**src/rtl/dmem_arb_pkg.sv**
```systemverilog
// Shared types and constants for the two-port data-memory arbiter.
// Build option: define DMEM_ARB_RR_EN for round-robin tie-breaking,
// otherwise requester 0 always wins ties.
package dmem_arb_pkg;

    localparam int unsigned NUM_REQ    = 2;
    localparam int unsigned DEF_ADDR_W = 16;
    localparam int unsigned DEF_DATA_W = 32;

    typedef enum logic [1:0] {
        IDLE   = 2'd0,
        ACCESS = 2'd1,
        RESP   = 2'd2
    } arb_state_e;

endpackage

```
**src/rtl/dmem_arb_pick.sv**
```systemverilog
// Winner selection for the data-memory arbiter: one-hot winner from the
// request vector and the index of the requester served last.
// Build option: DMEM_ARB_RR_EN selects round-robin; default is fixed
// priority with requester 0 first, and the last-winner input is ignored.
module dmem_arb_pick
    import dmem_arb_pkg::*;
(
    input  logic [NUM_REQ-1:0] req,
    input  logic               last,
    output logic [NUM_REQ-1:0] win
);

    // Combinational arbitration; zero or one bit of win is ever set.
    always_comb begin
        win = '0;
`ifdef DMEM_ARB_RR_EN
        if (req == 2'b11) begin
            // Tie: the requester not served last goes first.
            win = last ? 2'b01 : 2'b10;
        end else begin
            win = req;
        end
`else
        if (req[0]) begin
            win = 2'b01;
        end else if (req[1]) begin
            win = 2'b10;
        end
`endif
    end

`ifndef DMEM_ARB_RR_EN
    logic unused_last;
    assign unused_last = last;
`endif

endmodule

```
**src/rtl/dmem_arbiter.sv**
```systemverilog
// Two-requester arbiter in front of a single-port data memory.
// One transaction in flight: stores take IDLE->ACCESS (2 cycles), loads
// take IDLE->ACCESS->RESP (3 cycles). rdata is registered and held.
// Build option: DMEM_ARB_RR_EN enables round-robin tie-breaking with a
// last-winner register; without it requester 0 wins every tie.
module dmem_arbiter
    import dmem_arb_pkg::*;
#(
    parameter int unsigned ADDR_W = DEF_ADDR_W,
    parameter int unsigned DATA_W = DEF_DATA_W
) (
    input  logic                      clk,
    input  logic                      rst,
    input  logic [NUM_REQ-1:0]        req,
    input  logic [NUM_REQ-1:0]        we,
    input  logic [NUM_REQ*ADDR_W-1:0] addr,
    input  logic [NUM_REQ*DATA_W-1:0] wdata,
    output logic [NUM_REQ-1:0]        gnt,
    output logic [NUM_REQ-1:0]        rvalid,
    output logic [DATA_W-1:0]         rdata,
    output logic                      busy,
    output logic                      mem_wEn,
    output logic [ADDR_W-1:0]         mem_address,
    output logic [DATA_W-1:0]         mem_write_data,
    input  logic [DATA_W-1:0]         mem_read_data
);

    arb_state_e          state_q, state_d;
    logic [NUM_REQ-1:0]  winner_q;
    logic                we_q;
    logic [ADDR_W-1:0]   addr_q;
    logic [DATA_W-1:0]   wdata_q;
    logic [DATA_W-1:0]   rdata_q;

    logic [NUM_REQ-1:0]  win;
    logic                last_w;
    logic                capture;
    logic                sel_idx;

    assign capture = (state_q == IDLE) && (req != '0);
    assign sel_idx = win[1];

`ifdef DMEM_ARB_RR_EN
    logic last_q;

    // Remember who was picked so the other requester wins the next tie.
    always_ff @(posedge clk) begin
        if (rst) begin
            last_q <= 1'b1;
        end else if (capture) begin
            last_q <= sel_idx;
        end
    end

    assign last_w = last_q;
`else
    assign last_w = 1'b1;
`endif

    dmem_arb_pick u_pick (
        .req  (req),
        .last (last_w),
        .win  (win)
    );

    // State register plus latched transaction and captured load data.
    always_ff @(posedge clk) begin
        if (rst) begin
            state_q  <= IDLE;
            winner_q <= '0;
            we_q     <= 1'b0;
            addr_q   <= '0;
            wdata_q  <= '0;
            rdata_q  <= '0;
        end else begin
            state_q <= state_d;
            if (capture) begin
                winner_q <= win;
                we_q     <= sel_idx ? we[1] : we[0];
                addr_q   <= sel_idx ? addr[ADDR_W +: ADDR_W] : addr[0 +: ADDR_W];
                wdata_q  <= sel_idx ? wdata[DATA_W +: DATA_W] : wdata[0 +: DATA_W];
            end
            if (state_q == ACCESS && !we_q) begin
                rdata_q <= mem_read_data;
            end
        end
    end

    // Next-state and per-state outputs.
    always_comb begin
        state_d = state_q;
        gnt     = '0;
        rvalid  = '0;
        mem_wEn = 1'b0;
        unique case (state_q)
            IDLE: begin
                if (req != '0) begin
                    state_d = ACCESS;
                end
            end
            ACCESS: begin
                gnt = winner_q;
                // Reset masks the strobe so an aborted store never commits.
                mem_wEn = we_q & ~rst;
                state_d = we_q ? IDLE : RESP;
            end
            RESP: begin
                rvalid  = winner_q;
                state_d = IDLE;
            end
            default: begin
                state_d = IDLE;
            end
        endcase
    end

    assign busy           = (state_q != IDLE);
    assign rdata          = rdata_q;
    assign mem_address    = addr_q;
    assign mem_write_data = wdata_q;

endmodule
```
**config.mk**
```make
export PLATFORM = sky130hd
export DESIGN_NAME = dmem_arbiter
export DESIGN_NICKNAME = d
export VERILOG_FILES = /design/src/rtl/dmem_arb_pkg.sv /design/src/rtl/dmem_arb_pick.sv /design/src/rtl/dmem_arbiter.sv
export SDC_FILE = /design/constraint.sdc
export NUM_CORES = 1
export LEC_CHECK = 0
export CELL_PAD_IN_SITES_DETAIL_PLACEMENT = 1
export CELL_PAD_IN_SITES_GLOBAL_PLACEMENT = 1
export CORE_ASPECT_RATIO = 1.5
export CORE_UTILIZATION = 29
export DETAILED_ROUTE_END_ITERATION = 16
export PLACE_DENSITY_LB_ADDON = 0.1
export SETUP_SLACK_MARGIN = 0.02
export SLEW_MARGIN = 20
export SYNTH_ARGS = -nofsm -noshare
export SYNTH_HDL_FRONTEND = slang
export SYNTH_SLANG_ARGS = --single-unit
```
**constraint.sdc**
```tcl
create_clock -name clk -period 2.5 [get_ports clk]
set_input_delay 0.375 -clock clk [delete_from_list [all_inputs] [get_ports clk]]
set_output_delay 0.375 -clock clk [all_outputs]
set_load 0.1 [all_outputs]
```
[After elaboration in Yosys (flattened, before gate mapping)]
Cells that the tools add are included.
Word-level totals
  logic and storage cells: 28
  output and inout bits: 86
  bits in registers: 85
  input port bits: 134
Cells by class
  bitwise logic cells: 2
  equality and inequality tests: 3
  reductions and logical operators: 6
  mux-type cells: 11
Operators with widths (count)
  $mux 32: 1
  $mux 16: 1
  $mux 2: 6
  $pmux 2 s2: 1
  $reduce_bool 2->1: 2
  $eq 2x1->1 const B: 1
  $eq 2x2->1 const B: 1
  $logic_and 1x1->1: 2
  $logic_not 2->1: 1
  $mux 1: 2
  $ne 2x1->1 const B: 1
  $and 1x1->1: 1
  $logic_not 1->1: 1
  $not 1->1: 1

[Logic depth before layout (Yosys ltp)]
Gate-level depths: netlist (run 1).
  depth in word-level cells: 3
  depth in mapped cells: 6
  depth with buffers taken out: 4

[Modules after synthesis]
A second synthesis (run 1) with hierarchy kept.
Second synthesis, totals
  cell total of the unflattened synthesis: 355
  area total of the unflattened synthesis: 3664.8 um2
By module, submodules not included
  dmem_arbiter: times used 1, cells an instance 353, sequential area each 1701.6 um2, area an instance 3643.5 um2
  dmem_arb_pick: times used 1, cells an instance 2, sequential area each 0.0 um2, area an instance 21.3 um2

[Least setup slack after synthesis (run 1)]
Ideal clock, no wire load.
  path type: input-to-output
  from: in rst
  to: out mem_wEn
  data arrival time: 1.508 ns
  stages on the path: 3
  path slack: 0.617 ns
  required time: 2.125 ns
  buffers on the path: 2
  path through: clkbuf_1 buf_2 and3b_1
On the way
  word-level cells in the longest chain between the ends: 3
Ends and longest elaborated chain
  start: declaration: line dmem_arbiter.sv:13  | input logic rst,
  $not 1->1: line dmem_arbiter.sv:104  | mem_wEn = we_q & ~rst;
  $and 1x1->1: line dmem_arbiter.sv:104
  $mux 1: line dmem_arbiter.sv:95  | unique case (state_q)
  end: declaration: line dmem_arbiter.sv:22  | output logic mem_wEn,
Every way passes these cells.

[Final worst setup path (run 1)]
  from: reg state_q[0]
  to: out gnt[0]
On the way
  word-level cells in the longest chain between the ends: 2
Ends and longest elaborated chain
  start: declaration: line dmem_arbiter.sv:28  | arb_state_e state_q, state_d;
  start signal: assignment: line dmem_arbiter.sv:76  | state_q <= state_d;
  $eq 2x1->1: line dmem_arbiter.sv:95
  $mux 2: line dmem_arbiter.sv:95
  end: declaration: line dmem_arbiter.sv:18  | output logic [NUM_REQ-1:0] gnt,
Every way passes these cells.

==> impl_metrics.json, run 1 <==
{
  "clk_path_buf_depth": 2,
  "async_flop_share_pct": 0,
  "cts_hold_buffers": 0,
  "vias_per_cell": 4.951,
  "ant_nets": 0,
  "post-place-cells": 753,
  "fillers": 1497,
  "totalNegativeSetupSlack_ns": 0,
  "die_area_um2": 13740,
  "worst_slew_pin_slew_ns": 0.5709,
  "synth_area_um2": 3846,
  "placed_cell_area_um2": 5941,
  "crit_family": "flip-flops",
  "p_leak_nw": 2.486,
  "io_buffers": 219,
  "post-place-ws_ns": 0.3339,
  "yosysUniqueCellTypes": 22,
  "synth_edf_count": 0,
  "synthTopCellsByArea": "dfxtp_1, a311oi_2, nand2_1",
  "ir_drop_uv": 301.0,
  "r2r-start": "state_q[1]$_SDFFE_PP0P_",
  "synth_top_area_cell": "dfxtp_1",
  "slowest_stage": "dfxtp_1",
  "clkLatencyLatePin_ns": 0.34,
  "grt_pass1_vias": 3919,
  "cts_root_buf": "clkbuf_16",
  "crit_type": "reg2out",
  "ctsResizeCount": 0,
  "htree_levels": 3,
  "crit_path_max_fanout": 5,
  "area_growth_pct": 61.52,
  "num_rows": 51,
  "drv_slew": 0,
  "finalCritPeriodShare_pct": 71.69,
  "hold_viol_final": 0,
  "cts.clk_slew.worst_paths_ns": 0.06,
  "netlist_instances": 407,
  "outcome": "finished clean",
  "end_kind": "primary output",
  "coreArea_um2": 12950,
  "grt_overflow": 0,
  "yosysWarnings": 0,
  "die_x_um": 96.03,
  "path_buf_inv": 1,
  "multi_input_area_um2": 1928,
  "synth_seq_cells": 85,
  "design_area_um2": 6212,
  "gr-usage-all-layers_pct": 19.51,
  "regArea_um2": 1702,
  "avgSynthCellArea_um2": 9.450,
  "synthTopCellsByCount": "nand2_1, dfxtp_1, a21oi_1",
  "max_stage_delay_ns": 0.41,
  "pin_count": 220,
  "grt_pass1_wl_um": 20140,
  "drive_gt1_share_pct": 26.89,
  "maxClockFrequency_mhz": 557.9,
  "route.detailed.drc": 0,
  "setup_viol": 0,
  "start_kind": "flop",
  "power_density_nw_per_um2": 761.4,
  "start_util_pct": 29.69,
  "clkSinkCount": 85,
  "hold_path_class": "reg2reg",
  "cp.arrival_ns": 1.42,
  "cts_tree": "done",
  "cts_buffers": 9,
  "cp.required_ns": 2.12,
  "antenna_found_initial": 0,
  "post-route-worst-setup-slack_ns": 0.7077,
  "wirelength_um": 13400,
  "total_power_mw": 4.730,
  "synth-main-ff-cell": "dfxtp_1",
  "syn_nets": 541,
  "critPathLaunch": "state_q[0]$_SDFFE_PP0P_",
  "wl_per_cell_um": 17.43,
  "cts_setup_buffers": 0,
  "final_nets": 739,
  "min_period_ns": 1.792,
  "die-height_um": 143.0,
  "rsz0062_at_grt": "no",
  "via_count": 3807,
  "yosysTopAreaCellShare_pct": 44.24,
  "drtIter0Drc": 117,
  "final.setup_skew_ns": 0.01334,
  "first_pass_iters": 4,
  "max-cap-violations": 0,
  "finalWeightedCongestion": 0.6670,
  "yosysMostFrequentCell": "nand2_1",
  "worstHoldStart": "rdata[14]$_SDFFE_PP0P_",
  "grt_max_degree": 86,
  "stdcell_count": 769,
  "path_cells": "nor2b_1 -> and2_1 -> buf_4",
  "diodes": 0,
  "ys_seq_area_share_pct": 44.24,
  "relSlewSlack_pct": 61.94,
  "place_hpwl_um": 9313
}
worst paths after layout:
path / end / slack [ns] / depth (start not counted)
min reg2reg: rdata[14]$_SDFFE_PP0P_ / 0.49 / 2
max: gnt[0] / 0.71 / 3
max reg2reg: mem_write_data[14]$_SDFFE_PP0P_ / 0.88 / 4
min: rdata[14]$_SDFFE_PP0P_ / 0.49 / 2
worst reg2reg max path, stage by stage (launching register included):
cell      delay, ns
dfxtp_1        0.37
nor2_4         0.33
and2_2         0.26
buf_4          0.35
a311oi_2       0.17
report_power, final:
group | switching, mW | total (mW) | internal (mW)
combinational | 1.36 | 1.92 | 0.560
sequential | 0.0792 | 1.57 | 1.49
clock | 0.542 | 1.24 | 0.702
cell type report:
| cell class | count | area share [%] |
|---|---|---|
| repair buffers | 228 | 33.88 |
| multi-input cells | 279 | 31.04 |
| flip-flops and latches | 85 | 27.39 |
| clock buffers | 13 | 4.028 |
| well taps | 159 | 3.202 |
| clock inverters | 3 | 0.3424 |
| inverters | 2 | 0.1208 |
registers in the layout, summed over array words and instances (netlist names):
name / cells
mem_address: 16
state_q: 2
we_q: 1
rdata: 32
winner_q: 2
mem_write_data: 32
per-layer routing:
metal / up-vias / global-route usage, % / part of all wire [%] / routed length (µm)
li1: 1827 / - / - / -
met1: 1827 / 19.75 / 36 / 4829
met2: 135 / 36.95 / 55 / 7345
met3: 18 / 5.112 / 7.0 / 939
met4: 0 / 7.306 / 2.2 / 289
met5: - / 0 / 0 / 0
placed cells by master, fill, tap and decap left out:
cell type        Yosys  routed
nor2b_1              3       3
a311oi_2            49      49
clkbuf_8             0       1
buf_12               0       5
dfxtp_1             85      85
inv_1                2       2
nor2_4               0       1
and2b_2              0       1
mux2i_1             32      32
a21oi_1             51      51
and2_2               0       1
buf_4                4      91
and3b_1              3       3
clkdlybuf4s50_1      0     132
a211oi_1             1       1
nor2_1              32      32
or2_2                0       1
nand2_1             99      99
nor3b_2              0       1
o21ai_0              1       1
clkinv_4             0       1
clkbuf_1            22       3
nand2b_2             0       1
clkinvlp_4           0       1
and2_1               3       2
clkbuf_16            0       9
clkinv_2             0       1
through the flow:
stage          util (%)  hold slack, ns
2_1_floorplan         -          0.4579
3_3_place_gp      45.86          0.4759
3_5_place_dp      45.86          0.4851
4_1_cts           47.96          0.5001
5_1_grt           47.96          0.5247
6_report          47.96          0.4922
kinds of logic after synthesis:
family / share of synthesized area, %
AND/OR/NAND/NOR: 15.32
AO/OA/AOI/OAI: 26.09
flip-flops: 44.24
buffers and inverters: 6.018
multiplexers: 8.328
(Power assumes the default switching activity.)
==> run 2: changes to the inputs <==
- CORE_UTILIZATION: 29 -> 27
- clock period: 2.5 -> 1.71 ns (I/O delays scaled with it)
==> run 2 against run 1 <==
Register-to-register slack worse by 0.63 ns. Cell area is 21% higher. Core utilization is 5.8 points higher. Clock-buffer cell count is 3 lower. Largest cell class unchanged.
==> impl_metrics.json, run 2 (synthesis results as in run 1) <==
{
  "maxClockFrequency_mhz": 616.6,
  "final.setup_skew_ns": 0.007582,
  "r2r-start": "state_q[0]$_SDFFE_PP0P_",
  "final_common_cell": "clkdlybuf4s50_1",
  "crit_type": "reg2out",
  "min_path_cells": 3,
  "final_cell_mix": "clkdlybuf4s50_1, nand2_1, buf_12",
  "cts.clk_slew.worst_paths_ns": 0.07,
  "rsz0062_at_grt": "yes",
  "crit_path_max_fanout": 5,
  "grt_use_met3_pct": 5.263,
  "grt.busiest_layer": "met2",
  "gr-usage-all-layers_pct": 19.33,
  "wl_per_cell_um": 17.29,
  "start_util_pct": 27.49,
  "end_kind": "primary output",
  "regToRegSetupSlack_ns": 0.25,
  "combPwrFrac_pct": 42.2,
  "setup_viol": 0,
  "cts_hold_buffers": 0,
  "clk_path_buf_depth": 2,
  "vias_per_cell": 4.758,
  "post-place-cells": 795,
  "die_x_um": 99.45,
  "rr_endpoint": "rdata[14]$_SDFFE_PP0P_",
  "p_clk_share_pct": 27.6,
  "power_density_nw_per_um2": 1048,
  "fillers": 1473,
  "drtIter0Drc": 107,
  "grt_max_degree": 86,
  "io_buffers": 219,
  "place_hpwl_um": 10200,
  "grt_pass1_wl_um": 22150,
  "cp.arrival_ns": 1.37,
  "rr_worst_depth": 4,
  "multi_input_area_um2": 1931,
  "switching_share_pct": 38.76,
  "met1_usage_pct": 19.73,
  "start_kind": "flop",
  "grt_pass1_vias": 4274,
  "die_area_um2": 14740,
  "cts_root_buf": "clkbuf_16",
  "wirelength_um": 14020,
  "drive_gt1_share_pct": 28.59,
  "hold_viol_final": 0,
  "totalNegativeSetupSlack_ns": 0,
  "critPathLaunch": "state_q[0]$_SDFFE_PP0P_",
  "htree_levels": 3,
  "num_rows": 53,
  "coreArea_um2": 13990,
  "switching_power_mw": 3.059,
  "worstHoldStart": "rst",
  "regArea_um2": 1702,
  "p_leak_nw": 2.866,
  "via_count": 3859,
  "worst_slew_pin_slew_ns": 0.5388,
  "ant_nets": 0,
  "antenna_found_initial": 0,
  "ctsResizeCount": 0,
  "clkLatencyLatePin_ns": 0.34,
  "finalWeightedCongestion": 0.7227,
  "max-cap-violations": 0,
  "first_pass_iters": 4,
  "diodes": 0,
  "cts_tree": "done",
  "cp.required_ns": 1.45,
  "p_seq_share_pct": 30.2,
  "route.detailed.drc": 0,
  "final_nets": 748,
  "pin_count": 220,
  "clkSinkCount": 85,
  "p_int_mw": 4.832,
  "whs_endpoint": "rdata[7]$_SDFFE_PP0P_",
  "die-height_um": 148.2,
  "hold_path_class": "in2reg",
  "area_growth_pct": 95.71,
  "stdcell_count": 811,
  "relSlewSlack_pct": 64.08,
  "finalCritPeriodShare_pct": 94.85,
  "ir_drop_uv": 514.8,
  "cts_buffers": 9,
  "use_met2_pct": 37.22,
  "cts_setup_buffers": 0,
  "drv_slew": 0,
  "min_period_ns": 1.622,
  "outcome": "finished clean",
  "grt_overflow": 0
}
run 2: cell count changes in the layout (fill, tap and decap cells not counted):
cell,delta
buf_6,+1
clkinv_2,-1
clkbuf_1,-3
nor2b_2,+1
buf_4,-83
nor2b_1,-1
bufinv_16,+2
inv_6,+2
buf_12,+91
run 2: cell type report:
type                            instances  area share, %
Clock inverter                          6          1.247
Timing Repair Buffer                  237          44.03
Multi-Input combinational cell        279          25.65
Tap cell                              192          3.191
Inverter                                2        0.09973
Clock buffer                           10          3.175
Sequential cell                        85          22.61
run 2: worst max-delay path by stage:
stage	slack (ns)	end	depth (start not counted)
global placement	-0.17	mem_write_data[18]$_SDFFE_PP0P_	5
floorplan	0.06	mem_wEn	3
global route	0.002	mem_wEn	3
finish	0.09	mem_wEn	3
CTS	0.02	mem_wEn	3
detailed placement	-0.26	mem_write_data[1]$_SDFFE_PP0P_	5
run 2: critical path, cell delays in order (launching register included):
cell and delay (ns):
dfxtp_1 0.42, nor2b_2 0.21, and3b_1 0.22, buf_12 0.18
run 2: power by group through the flow:
stage | sequential, mW | clock (mW) | combinational [mW]
after floorplan | 3.63 | 0 | 0.740
after global placement | 2.42 | 0 | 3.31
after detailed placement | 2.43 | 0 | 3.36
after CTS | 2.39 | 2.24 | 3.36
after global routing | 2.41 | 2.32 | 3.45
final | 2.39 | 2.17 | 3.33
run 2: metrics by stage:
| step | utilization (%) | setup slack (ns) | cell area [µm²] | hold WS, ns | total power, mW |
|---|---|---|---|---|---|
| 2_1_floorplan | - | 0.06400 | 3846 | 0.3531 | 4.367 |
| 3_5_place_dp | 51.37 | -0.2638 | 7188 | 0.4862 | 5.784 |
| 6_report | 53.80 | 0.08811 | 7527 | 0.4698 | 7.891 |
| 4_1_cts | 53.75 | 0.02391 | 7521 | 0.4892 | 7.992 |
| 5_1_grt | 53.80 | 0.001730 | 7527 | 0.5044 | 8.188 |
| 3_3_place_gp | 51.37 | -0.1710 | 7188 | 0.4782 | 5.731 |
run 2: metal layers:
metal	wire (µm)	vias to the layer above
met5	0	-
met4	234	0
met3	870	16
met2	7661	136
met1	5257	1862
li1	-	1845
